--- src/rtl/avmm_csr_responder.sv ---
// Avalon-MM CSR responder: single-transfer FSM with programmable wait states,
// fixed-latency read return pipeline and a bank of byte-writable registers.
module avmm_csr_responder #(
   parameter int unsigned           AVMM_WIDTH    = 32,
   parameter int unsigned           BYTE_WIDTH    = 4,
   parameter int unsigned           NUM_REGS      = 8,
   parameter int unsigned           WAIT_CYCLES   = 1,
   parameter int unsigned           READ_LATENCY  = 2,
   parameter logic [AVMM_WIDTH-1:0] ID_VALUE      = 32'h0000_A1B2,
   parameter logic [AVMM_WIDTH-1:0] BAD_ADDR_DATA = 32'hDEAD_BEEF
) (
   input  logic                           clk,
   input  logic                           rst,
   input  logic [16:0]                    address,
   input  logic                           read,
   input  logic                           write,
   input  logic [AVMM_WIDTH-1:0]          writedata,
   input  logic [BYTE_WIDTH-1:0]          byteenable,
   output logic [AVMM_WIDTH-1:0]          readdata,
   output logic                           readdatavalid,
   output logic                           waitrequest,
   output logic [NUM_REGS*AVMM_WIDTH-1:0] csr_out
);

   localparam int unsigned IDX_W  = 15;
   localparam int unsigned SEL_W  = (NUM_REGS > 1) ? $clog2(NUM_REGS) : 1;
   localparam int unsigned PIPE_W = READ_LATENCY * AVMM_WIDTH;

   typedef enum logic [1:0] {ST_IDLE, ST_WAIT, ST_ACCEPT} state_t;

   state_t                  state, state_nxt;
   logic                    waitrequest_nxt;
   logic [3:0]              wait_cnt;
   logic                    req;
   logic                    lat_wr, lat_rd;
   logic [IDX_W-1:0]        lat_idx;
   logic [AVMM_WIDTH-1:0]   lat_data;
   logic [BYTE_WIDTH-1:0]   lat_be;
   logic [SEL_W-1:0]        sel;
   logic                    idx_in_range;
   logic                    accept_wr, accept_rd, wr_hit;
   logic [AVMM_WIDTH-1:0]   wmask, rd_word, rd_ret;
   logic [READ_LATENCY-1:0] pipe_v;
   logic [PIPE_W-1:0]       pipe_d;
   logic                    unused_addr_lsbs;

   assign req              = read | write;
   assign unused_addr_lsbs = ^address[1:0];
   assign sel              = lat_idx[SEL_W-1:0];
   assign idx_in_range     = lat_idx < IDX_W'(NUM_REGS);

   always_ff @(posedge clk or posedge rst) begin
      if (rst) begin
         state       <= ST_IDLE;
         waitrequest <= 1'b1;
      end else begin
         state       <= state_nxt;
         waitrequest <= waitrequest_nxt;
      end
   end

   always_comb begin
      state_nxt = state;
      case (state)
         ST_IDLE:   if (req) state_nxt = (WAIT_CYCLES > 0) ? ST_WAIT : ST_ACCEPT;
         ST_WAIT: begin
            if (!req)                 state_nxt = ST_IDLE;
            else if (wait_cnt <= 4'd1) state_nxt = ST_ACCEPT;
         end
         ST_ACCEPT: state_nxt = ST_IDLE;
         default:   state_nxt = ST_IDLE;
      endcase
   end

   always_comb begin
      waitrequest_nxt = (state_nxt != ST_ACCEPT);
      accept_wr       = (state == ST_ACCEPT) && lat_wr;
      accept_rd       = (state == ST_ACCEPT) && lat_rd;
      wr_hit          = accept_wr && idx_in_range;
   end

   // Command is captured once in IDLE; a simultaneous read+write is kept as a write only.
   always_ff @(posedge clk or posedge rst) begin
      if (rst) begin
         wait_cnt <= '0;
         lat_wr   <= 1'b0;
         lat_rd   <= 1'b0;
         lat_idx  <= '0;
         lat_data <= '0;
         lat_be   <= '0;
      end else if (state == ST_IDLE) begin
         wait_cnt <= req ? 4'(WAIT_CYCLES) : '0;
         if (req) begin
            lat_wr   <= write;
            lat_rd   <= read & ~write;
            lat_idx  <= address[16:2];
            lat_data <= writedata;
            lat_be   <= byteenable;
         end
      end else if (state == ST_WAIT) begin
         wait_cnt <= wait_cnt - 4'd1;
      end else begin
         wait_cnt <= '0;
      end
   end

   for (genvar b = 0; b < BYTE_WIDTH; b++) begin : g_wmask
      assign wmask[b*8 +: 8] = {8{lat_be[b]}};
   end

   assign csr_out[0 +: AVMM_WIDTH] = ID_VALUE;

   for (genvar g = 1; g < NUM_REGS; g++) begin : g_reg
      logic [AVMM_WIDTH-1:0] q;
      always_ff @(posedge clk or posedge rst) begin
         if (rst)
            q <= '0;
         else if (wr_hit && (sel == SEL_W'(g)))
            q <= (q & ~wmask) | (lat_data & wmask);
      end
      assign csr_out[g*AVMM_WIDTH +: AVMM_WIDTH] = q;
   end

   // Slot 0 of csr_out already carries ID_VALUE, so one indexed select covers every in-range read.
   always_comb begin
      rd_word = idx_in_range ? csr_out[sel*AVMM_WIDTH +: AVMM_WIDTH] : BAD_ADDR_DATA;
      rd_ret  = accept_rd ? rd_word : '0;
   end

   always_ff @(posedge clk or posedge rst) begin
      if (rst) begin
         pipe_v <= '0;
         pipe_d <= '0;
      end else begin
         pipe_v <= READ_LATENCY'({pipe_v, accept_rd});
         pipe_d <= PIPE_W'({pipe_d, rd_ret});
      end
   end

   assign readdatavalid = pipe_v[READ_LATENCY-1];
   assign readdata      = pipe_d[PIPE_W-1 -: AVMM_WIDTH];

endmodule

--- config.mk ---
export PLATFORM = sky130hd
export DESIGN_NAME = avmm_csr_responder
export DESIGN_NICKNAME = d
export VERILOG_FILES = /design/src/rtl/avmm_csr_responder.sv
export SDC_FILE = /design/constraint.sdc
export NUM_CORES = 1
export LEC_CHECK = 0
export BUFFER_PORTS_ARGS = -buffer_cell sky130_fd_sc_hd__buf_2
export CORE_UTILIZATION = 26
export CTS_CLUSTER_DIAMETER = 40
export DETAILED_ROUTE_END_ITERATION = 10
export HOLD_SLACK_MARGIN = 0.15
export PLACE_DENSITY = 0.42
export SLEW_MARGIN = 20
export SYNTH_ARGS = -nofsm -noshare
export SYNTH_HDL_FRONTEND = slang
export SYNTH_SLANG_ARGS = --single-unit
--- constraint.sdc ---
create_clock -name clk -period 11.9 [get_ports clk]
set_input_delay 2.975 -clock clk [delete_from_list [all_inputs] [get_ports clk]]
set_output_delay 2.975 -clock clk [all_outputs]
set_load 0.02 [all_outputs]
; After elaboration in Yosys (flattened, before gate mapping)
; Cells that the tools add are included.
[totals]
ff_bits = 350
inputBits = 57
out_inout_bits = 290
wordCells = 71
[op_classes]
add_sub_neg = 1
order_cmp = 2
n_eq_ne = 10
shift = 1
mux = 9
n_bitwise = 19
reduce_logical = 12
[ops]
columns = cell, n
row1 = $and 32x32->32, 8
row2 = $shiftx 256x9->32, 1
row3 = $or 32x32->32, 7
row4 = $mux 32, 2
row5 = $not 32->32, 1
row6 = $lt 15x4->1 const B, 1
row7 = $eq 3x3->1 const B, 4
row8 = $logic_and 1x1->1, 10
row9 = $mux 4, 2
row10 = $eq 3x2->1 const B, 2
row11 = $mux 2, 3
row12 = $le 4x1->1 const B, 1
row13 = $pmux 2 s2, 1
row14 = $sub 4x1->4 const B, 1
row15 = $eq 3x1->1 const B, 1
row16 = $eq 2x1->1 const B, 1
row17 = $eq 2x2->1 const B, 1
row18 = $logic_not 2->1, 1
row19 = $ne 2x2->1 const B, 1
row20 = $reduce_and 2->1, 1
row21 = $and 1x1->1, 1
row22 = $mux 1, 1
row23 = $not 1->1, 1
row24 = $or 1x1->1, 1

; Logic depth before layout (Yosys ltp)
; Gate-level depths: netlist of run 1.
[logic_depth]
ltp_word = 5
depth_mapped = 7
depth_no_buf = 5

; Worst setup path before layout of run 1
; OpenSTA, ideal clock, no wires.
[synth_path]
kind = input to register
from = input write
to = register lat_data[10]
setup_ns = 0.125
arrival_time_ns = 4.261
required_ns = 11.775
path_slack_ns = 7.514
path_stages = 4
n_path_buf = 1
path_cell_list = nor2_1 -> nor3_1 -> clkbuf_1 -> mux2_2
[synth_between]
elab_chain_cells = 2
[synth_lines]
columns = item, line_no
row1 = from (decl), 16  ; input logic write,
row2 = $or 1x1->1, 47  ; assign req = read | write;
row3 = $reduce_and 2->1 (no source line), n/a
row4 = to (signal assigned), 97  ; lat_data <= writedata;
row5 = to (decl), 37  ; logic [AVMM_WIDTH-1:0] lat_data;
; Every way passes these cells.
; A chain may end at the register's enable or synchronous reset.

; Worst setup path after layout of run 1
[layout_path]
from = register waitrequest
to = output waitrequest
[layout_lines]
columns = item, line_no
row1 = from (decl), 21  ; output logic waitrequest,
row2 = from (signal assigned), 58  ; waitrequest <= waitrequest_nxt;
; No word-level cell between the ends.

==> results.md, run 1 <==
* CP max FO at 1
* Total wire length at 49300 um
* Synth Flop Type: dfrtp_1
* Peak VDD IR at 0.122 mV
* Drt wl/cell at 23.1 um
* Core area at 0.0563 mm^2
* Internal power at 2970 uW
* Footprint of the multi-input gates at 0.00549 mm^2
* Flop and latch count out of synthesis at 350
* Maximum buffer depth of the clock tree at 3
* Cell family with most CP delay: flip-flops
* Via/cell ratio at ~4.5
* Ys async rst share at 1.00
* Row cnt at 87
* Final Power at roughly 4300 uW
* Sequential share of power at 0.364
* GRT Total Usage at 0.174
* Worst slew pin tran at approximately 0.99 ns
* Vias at ~9600
* Fmax at ~0.24 GHz
* H-tree depth at 3
* Tcrit/Tclk final at 0.357
* Final Hold Viols at 0
* Max cap viols at 0
* Routed Antenna Nets at 0
* Number of global-route vias before repair at 10375
* Layout area overhead at 31.4%
* CP Data Required Time at between 8 and 9 ns
* Nets@finish at between 1000 and 1500
* Layout cells sized above 1 at 0.567
* Cts hold-fix bufs at 0
* Synth unique cells at 39
* Routability Congestion at 0.733
* CP bufs+invs at 1
* Max Slew Vio Count at 0
* Post-Layout Cell Count at 2137
* HP Class: reg2reg
* CP max stage delay at 0.54 ns
* Outcome: finished clean
* Clock Latency Late Sink at between 0.5 and 0.6 ns
* Comb pwr share at 0.153
* First-pass GRT wire length at 72300 um
* Synth Instances at 1001
* CTS tree: done
* Crit path time final at 4.25 ns
* Switching share of power at 0.310
* M1 GR Usage at 0.216
* Fill count at 5626
* Initial antenna violation count at 8
* Met2 usage at 0.280
* Placed cells at 2006
* RSZ-0062 raised after global routing: no
* Sink Count at 350
* Register area at 0.00877 mm^2
* Synth warn at 0
* Worst-path clk slew at 0.05 ns
* Clock power share at 0.482
* Busiest grt layer: met2
* Slowest CP cell: dfstp_2
* Final global-route overflow total at 0
* Largest net degree at the start of global routing at 161
* Switching power at 1330 uW
* Syn_area_per_cell at 14.8 um^2
* Clock skew at 0.0186 ns
* Drt drc at 0
* Die ar. at 0.0579 mm^2
* Ports at 347
* Part of the Yosys area used for sequential elements at 0.592
* Startpoint Class: flop
* Post_cts resized at 0
* Cell Area, Synth at approximately 0.015 mm^2
* Num CTS Buffers at 72
* Final setup fails at 0
* CTS root buffer: clkbuf_16
* EDFF count, synth at 0
* Starting DRT DRC Count at 321
* Die X at 241 um
* Data arrival, critical path at ~1.3 ns
* Cell Chain, Critical Path: buf_2
* DP HPWL at 31700 um
* Post-CTS setup buffer count at 0
* GR Layer Usage met3 at 0.0614
* Drt first pass iters at 4
* IO buf count at 312
* PwrDens at 221 mW/mm^2
* CP Class: reg2out
* Die height at 241 um
* Relative slew margins at 0.338
* Setup TNS at 0 ns
* Lkg Pwr at 0.0101 uW
* Worst Setup End Kind: output pin
* Initial Utilization at 0.263
-- synth_stat cells (all sizes together), types with 2 or more instances --
cell type | count | area, um^2
nand2 | 34 | 128
o211ai | 6 | 45.0
mux2 | 299 | 3370
o22ai | 18 | 113
nor3b | 2 | 15.0
buf | 79 | 552
nor2 | 17 | 78.8
nor4 | 5 | 71.3
inv | 8 | 30.0
nand3b | 2 | 15.0
clkbuf | 27 | 101
dfrtp | 349 | 8730
nand3 | 12 | 195
mux2i | 43 | 430
ha | 2 | 25.0
mux4 | 14 | 315
nor3 | 10 | 50.1
xnor2 | 2 | 17.5
or4 | 3 | 22.5
a21oi | 23 | 115
conb | 2 | 7.51
nand2b | 4 | 25.0
o21ai | 2 | 10.0
a31oi | 5 | 31.3
a221oi | 26 | 228
-- metrics by stage --
stage / util / cell area (um^2) / setup WS (ns) / hold slack [ns]
2_1_floorplan: - / 14900 / 4.24 / 0.331
3_3_place_gp: 0.301 / 16900 / 7.28 / 0.334
3_5_place_dp: 0.301 / 16900 / 7.28 / 0.335
4_1_cts: 0.345 / 19400 / 7.59 / 0.339
5_1_grt: 0.345 / 19400 / 7.60 / 0.346
6_report: 0.345 / 19400 / 7.65 / 0.341
-- layout by cell type, fill, tap and decap left out, types with 14 or more instances in the layout --
master / Yosys / routed
a21oi_1: 23 / 23
a221oi_1: 26 / 26
buf_2: 6 / 312
clkbuf_16: 0 / 75
conb_1: 2 / 32
dfrtp_1: 349 / 346
mux2_2: 287 / 287
mux2i_1: 43 / 43
mux4_2: 14 / 14
nand2_1: 34 / 34
nor2_1: 15 / 14
o22ai_1: 18 / 18
-- area by class of cell --
cell class	instances	area share
clock inverters	49	0.0301
repair buffers	325	0.0867
diodes	1	0.000129
well taps	756	0.0487
multi-input cells	567	0.282
inverters	8	0.00174
flip-flops and latches	350	0.451
clock buffers	81	0.0993
-- metal layers --
metal | part of all wire | vias up
met2 | 0.48 | 296
met4 | 0.018 | 12
met3 | 0.079 | 77
met5 | 0.0016 | -
li1 | - | 4246
met1 | 0.42 | 4957
-- cells by family after synthesis --
| kind of cell | share of synthesized area |
|---|---|
| buffers and inverters | 0.0462 |
| XOR/XNOR | 0.00118 |
| adder cells (fa/ha/maj) | 0.00169 |
| flip-flops | 0.592 |
| multiplexers | 0.278 |
| AND/OR/NAND/NOR | 0.0419 |
| other | 0.000508 |
| AO/OA/AOI/OAI | 0.0384 |
-- path summary, 6_finish.rpt --
check | startpoint | end | slack (ns) | cells after the start
worst max-delay path | waitrequest | waitrequest | 7.65 | 1
worst min-delay path | pipe_d[14] | pipe_d[46] | 0.34 | 0
worst max register to register | lat_idx[1] | flop | 8.39 | 5
worst min register to register | pipe_d[14] | pipe_d[46] | 0.34 | 0
max in group asynchronous | rst | lat_data[17] | 7.97 | 3
min in group asynchronous | rst | async pin | 2.52 | 2
-- power by group through the flow --
stage | logic (uW) | registers [uW] | clock network [uW]
after floorplan | 521 | 1450 | 0
after global placement | 676 | 1590 | 0
after detailed placement | 682 | 1600 | 0
after CTS | 683 | 1580 | 2130
after global routing | 716 | 1600 | 2190
final | 659 | 1570 | 2070
Power figures use the tool's default switching activity.
==> inputs of run 2 (changes only) <==
Clock period 11.9 ns to 3.7 ns, I/O delays scaled along.
==> run 2 against run 1 <==
Via count fell by 0.31%. Die area did not move. Count of clock-buffer cells in the layout rose by 5. Setup slack got worse by 6.8 ns. Utilization fell by 0.18 points. Flip-flop and latch count did not move. Non-clock buffer count rose by 6. Cell count fell by 0.19%. Critical path depth rose by 3. Critical path type is now reg2reg. Largest power group unchanged.
==> results.md, run 2 (synthesis gave the netlist of run 1 again) <==
* First-pass GRT wire length at 70600 um (-2.4%)
* Post-Layout Cell Count at 2133 (-0.19%)
* Fin area at 0.0193 mm^2 (-0.52%)
* CP Data Required Time at 4.16 ns (-4.77 ns)
* HP Class: reg2reg
* Initial antenna violation count at 7 (-1)
* Num CTS Buffers at 67 (-6.9%)
* CP max FO at 8 (+7)
* Routed Antenna Nets at 0 (unchanged)
* Maximum buffer depth of the clock tree at 3 (unchanged)
* Max cap viols at 0 (unchanged)
* Layout cells sized above 1 at 0.560 (-0.00635)
* Relative slew margins at 0.430 (+0.0921)
* Number of global-route vias before repair at 10204 (-1.6%)
* Post_cts resized at 0 (unchanged)
* Fill count at 5647 (+0.37%)
* H-tree depth at 3 (unchanged)
* Hold Path Depth at 0 (unchanged)
* Footprint of the multi-input gates at 0.00549 mm^2 (unchanged)
* Worst hold margin at 0.342 ns (+0.00153 ns)
* IO buf count at 312 (unchanged)
* Placement Cell Area at 0.0170 mm^2 (+0.41%)
* Hold Startpoint: pipe_v[0]
* Total wire length at 48600 um (-1.4%)
* DP HPWL at 31800 um (+0.23%)
* Cts hold-fix bufs at 0 (unchanged)
* Ports at 347 (unchanged)
* Max Slew Vio Count at 0 (unchanged)
* Register area at 0.00877 mm^2 (unchanged)
* Setup TNS at 0 ns (unchanged)
* Clock Latency Late Sink at 0.59 ns (about the same)
* RSZ-0062 raised after global routing: no
* CP Class: reg2reg
* Peak VDD IR at 0.403 mV (+230%)
* Final setup fails at 0 (unchanged)
* Initial Utilization at 0.263 (unchanged)
* Worst hold endpoint: pipe_v[1]
* Drt first pass iters at 4 (unchanged)
* Layout area overhead at 30.7%
* Most common cell after layout, fill and taps aside: dfrtp_1
* Row cnt at 87 (unchanged)
* Worst slew pin tran at 0.854 ns (-0.139 ns)
* Crit path time final at 2.89 ns
* Tcrit/Tclk final at 0.781
* Startpoint Class: flop
* Routability Congestion at 0.711 (-3.1%)
* Nets@finish at 1384 (+0.072%)
* GRT Total Usage at 0.170 (-0.00371)
* Data arrival, critical path at 3.35 ns (+2.08 ns)
* Via/cell ratio at 4.48 (-0.13%)
* Core area at 0.0563 mm^2 (unchanged)
* Final Hold Viols at 0 (unchanged)
* Worst-path clk slew at 0.05 ns (about the same)
* Lkg Pwr at 0.0100 uW (-0.55%)
* CTS tree: done
* Post-CTS setup buffer count at 0 (unchanged)
* Vias at 9558 (-0.31%)
* Largest net degree at the start of global routing at 133 (-17%)
* Die ar. at 0.0579 mm^2 (unchanged)
* FF-to-FF Start: lat_idx[3]
* Die height at 241 um (unchanged)
* Worst reg-to-reg path cell count at 4 (-1)
* Fmax at 0.346 GHz
* Final global-route overflow total at 0 (unchanged)
* Sink Count at 350 (unchanged)
* CTS root buffer: clkbuf_16
* Starting DRT DRC Count at 282 (-12%)
* Drt drc at 0 (unchanged)
* Outcome: finished clean
* Placed cells at 2012 (+0.30%)
* Clock skew at 0.0220 ns (+0.00343 ns)
* PwrDens at 695 mW/mm^2 (+210%)
* Worst Setup End Kind: flop
* Die X at 241 um (unchanged)
* Commonest cells after routing, fill and taps aside: dfrtp_1 (346), buf_2 (312), mux2_2 (287)
* Drt wl/cell at 22.8 um (-1.2%)
* R2r setup slk at 0.81 ns (-7.58 ns)
run 2: cell types whose count changed in the layout (fill, tap and decap cells not counted), sizes merged:
cell / previous run / this run
clkbuf: 81 / 86
buf: 325 / 331
inv: 19 / 13
clkinv: 20 / 13
clkinvlp: 9 / 7
run 2: layout make-up:
cell class              instances  share of cell area
flip-flops and latches        350               0.453
multi-input cells             567               0.284
clock buffers                  86              0.0957
repair buffers                331              0.0907
well taps                     756              0.0489
clock inverters                34              0.0255
inverters                       8             0.00175
diodes                          1            0.000129
run 2: through the flow:
step | setup slack, ns | util | total power, uW
after floorplan | -1.91 | - | 6350
after global placement | 0.673 | 0.302 | 7290
after detailed placement | 0.636 | 0.302 | 7310
after CTS | 0.634 | 0.343 | 13700
after global routing | 0.539 | 0.343 | 14100
final | 0.811 | 0.344 | 13400
run 2: worst max-delay path: stages (launching register included):
cell and delay, ns:
dfrtp_1 0.37, or4_1 0.76, nor3_1 0.59, nand2_1 0.57, mux2_1 0.46
run 2: worst max-delay path by stage:
stage | from | slack (ns) | endpoint
finish | lat_idx[3] | 0.81 | flop
detailed placement | lat_idx[3] | 0.64 | flop
global placement | lat_idx[3] | 0.67 | flop
floorplan | rst | -1.91 | async pin
global route | lat_idx[3] | 0.54 | flop
CTS | lat_idx[3] | 0.63 | flop
run 2: report_power, final:
group	switching [uW]	total [uW]	internal, uW	leakage, uW
clock network	2120	6300	4180	0.00112
registers	736	5010	4270	0.00475
logic	1260	2130	870	0.00416
total	4120	13400	9320	0.0100
run 2: metal layers:
metal	wire length, um	global-route usage	part of all wire
met1	20100	0.205	0.41
met4	886	0.0537	0.018
met3	4030	0.0647	0.083
met2	23500	0.280	0.48
met5	80	0	0.0016
==> inputs of run 3 (changes only) <==
Settings changed: ABC_AREA from default to 1, PLACE_DENSITY 0.42 to 0.4.
Clock period 3.7 ns to 2.9 ns, I/O delays scaled along.
==> run 3 against run 2 <==
Setup slack worse by 0.19 ns. Count of clock-buffer cells in the layout up 19. First-iteration DRC count increased to 4.2 times the previous value. Power is 53% higher. Clock power is 52% higher. Sequential power up 27%. Worst hold slack got worse by 0.14 ns. Non-clock buffer count grew 64. Critical path type unchanged. Fmax up 27%. Utilization hardly changed. Via count rose by 58%. Routed wire length grew 52%.
==> results.md, run 3 <==
* Synth Instances at 2097 (+110%)
* Starting DRT DRC Count at 1192 (+320%)
* Synth unique cells at 30 (-23%)
* Most common cell after layout, fill and taps aside: nand2_1
* Max cap viols at 0 (unchanged)
* Slowest CP cell: nor2_2
* GRT Total Usage at 0.219 (+0.0490)
* Placed cells at 3152 (+57%)
* Tcrit/Tclk final at 0.787 (+0.00658)
* Clock skew at 0.0237 ns (+0.00172 ns)
* Ys async rst share at 1.00 (unchanged)
* Most frequent cell after synthesis: nand2_1
* Die ar. at 0.0671 mm^2 (+16%)
* Largest net degree at the start of global routing at 87 (-35%)
* Startpoint Class: flop
* CP Data Required Time at 3.37 ns (-0.79 ns)
* CP Class: reg2reg
* Final setup fails at 0 (unchanged)
* Routability Congestion at 0.798 (+12%)
* Lkg Pwr at 0.0118 uW (+17%)
* Layout cells sized above 1 at 0.228 (-0.333)
* Worst reg-to-reg path cell count at 7 (+3)
* Data arrival, critical path at 2.75 ns (-0.60 ns)
* Sink Count at 350 (unchanged)
* Final global-route overflow total at 0 (unchanged)
* IO buf count at 312 (unchanged)
* Maximum buffer depth of the clock tree at 3 (unchanged)
* Die height at 259 um (+7.7%)
* Die X at 259 um (+7.7%)
* Crit-path most repeated cell: buf_4
* Nets@finish at 2435 (+76%)
* Peak VDD IR at 0.534 mV (+33%)
* Part of the Yosys area used for sequential elements at 0.510 (-0.0824)
* Worst-path clk slew at 0.05 ns (about the same)
* Routed Antenna Nets at 0 (unchanged)
* Initial Utilization at 0.265 (+0.00182)
* Post-Layout Cell Count at 3292 (+54%)
* Synth Flop Type: dfrtp_1
* Ports at 347 (unchanged)
* Drt wl/cell at 22.5 um (-1.4%)
* Worst slew pin tran at 1.02 ns (+0.162 ns)
* Outcome: finished clean
* CP max stage delay at 0.48 ns (-0.28 ns)
* CTS tree: done
* CP bufs+invs at 2 (+2)
* R2r setup slk at 0.62 ns (-0.19 ns)
* Row cnt at 93 (+6.9%)
* Post-CTS setup buffer count at 0 (unchanged)
* Critical path depth at 7 (+3)
* Clock Latency Late Sink at 0.61 ns (+0.02 ns)
* Cell Chain, Critical Path: buf_4 > nand2_2 > nor2_2 > nand4_1 > buf_4 > o21bai_1 > nand2_1
* Cell family with most CP delay: simple AND/OR/NAND/NOR gates
* Flop and latch count out of synthesis at 350 (unchanged)
* HP Class: in2async
* Drt drc at 0 (unchanged)
* Fmax at 0.438 GHz (+27%)
* Num CTS Buffers at 77 (+15%)
* Crit path time final at 2.28 ns (-0.606 ns)
* Cts hold-fix bufs at 0 (unchanged)
* Synth warn at 0 (unchanged)
* # diodes at 0 (-1)
* Final core utilization at 0.343 (about the same)
* Initial antenna violation count at 0 (-7)
* Syn_area_per_cell at 8.20 um^2 (-45%)
* Core area at 0.0649 mm^2 (+15%)
* CP startpoint: lat_idx[1]
* FF-to-FF Start: lat_idx[1]
* PwrDens at 920 mW/mm^2 (+32%)
* Number of global-route vias before repair at 15264 (+50%)
* Vias at 15123 (+58%)
* Via/cell ratio at 4.59 (+2.5%)
* Synth top area share at 0.508 (-0.0822)
* Synth area leaders: dfrtp_1 (51%), nand2_1 (11%), o21bai_1 (9.8%)
* CP max FO at 32 (+24)
* Worst Setup End Kind: flop
* CTS root buffer: clkbuf_16
* Cell taking the most area after synthesis: dfrtp_1
* H-tree depth at 3 (unchanged)
* Max Slew Vio Count at 0 (unchanged)
* DP HPWL at 48800 um (+54%)
* Top cells by count, synth: nand2_1 (517), dfrtp_1 (349), nand3_1 (255), inv_1 (254), o21bai_1 (224)
* Fill count at 6852 (+21%)
* First-pass GRT wire length at 107000 um (+51%)
* Drt first pass iters at 6 (+2)
* Commonest cells after routing, fill and taps aside: nand2_1 (516), dfrtp_1 (345), buf_2 (312)
* Relative slew margins at 0.322 (-0.108)
* EDFF count, synth at 0 (unchanged)
* Total wire length at 73900 um (+52%)
* Final Hold Viols at 0 (unchanged)
* RSZ-0062 raised after global routing: no
* Post_cts resized at 0 (unchanged)
* Cell Area, Synth at 0.0172 mm^2 (+16%)
* Layout area overhead at 29.7%
[run 3: how the worst min path moves through the flow]
| stage | start | endpoint | slack, ns |
|---|---|---|---|
| after floorplan | pipe_d[0] | pipe_d[32] | 0.33 |
| after global routing | rst | async pin | 0.21 |
| final | rst | async pin | 0.20 |
| after detailed placement | pipe_d[2] | pipe_d[34] | 0.33 |
| after global placement | pipe_d[24] | pipe_d[56] | 0.34 |
| after CTS | rst | async pin | 0.20 |
[run 3: stage by stage]
| step | hold WS (ns) | power, uW | setup slack, ns | cell area [um^2] | setup TNS, ns |
|---|---|---|---|---|---|
| 2_1_floorplan | 0.331 | 8890 | -2.51 | 17300 | -877.43 |
| 3_3_place_gp | 0.335 | 11000 | 0.649 | 19500 | 0 |
| 3_5_place_dp | 0.335 | 11000 | 0.621 | 19500 | 0 |
| 4_1_cts | 0.196 | 20700 | 0.614 | 22300 | 0 |
| 5_1_grt | 0.214 | 21400 | 0.457 | 22300 | 0 |
| 6_report | 0.201 | 20500 | 0.616 | 22300 | 0 |
[run 3: kinds of logic after synthesis]
family / share of synthesized area
simple gates: 0.226
buf+inv: 0.129
flops: 0.510
compound gates: 0.133
xor+xnor: 0.00102
fa+ha+maj: 0.00146
other cells: 0.000437
[run 3: power breakdown]
part | total (uW) | switching, uW | internal [uW] | leakage [uW]
Combinational | 4560 | 3570 | 989 | 0.00561
Sequential | 6370 | 938 | 5430 | 0.00478
Clock | 9570 | 2880 | 6680 | 0.00138
[run 3: cell type report]
class | count | area, um^2 | area share
Sequential cell | 350 | 8760 | 0.393
Multi-Input combinational cell | 1292 | 6340 | 0.284
Timing Repair Buffer | 395 | 2300 | 0.103
Clock buffer | 105 | 2230 | 0.0998
Tap cell | 855 | 1070 | 0.0480
Inverter | 260 | 980 | 0.0439
Clock inverter | 35 | 614 | 0.0276
[run 3: layer usage]
layer	vias up	routed length, um	GRT usage
met3	91	5160	0.0543
met1	7419	32100	0.286
met2	506	34900	0.356
met4	0	1750	0.0687
li1	7107	-	-
met5	-	0	0
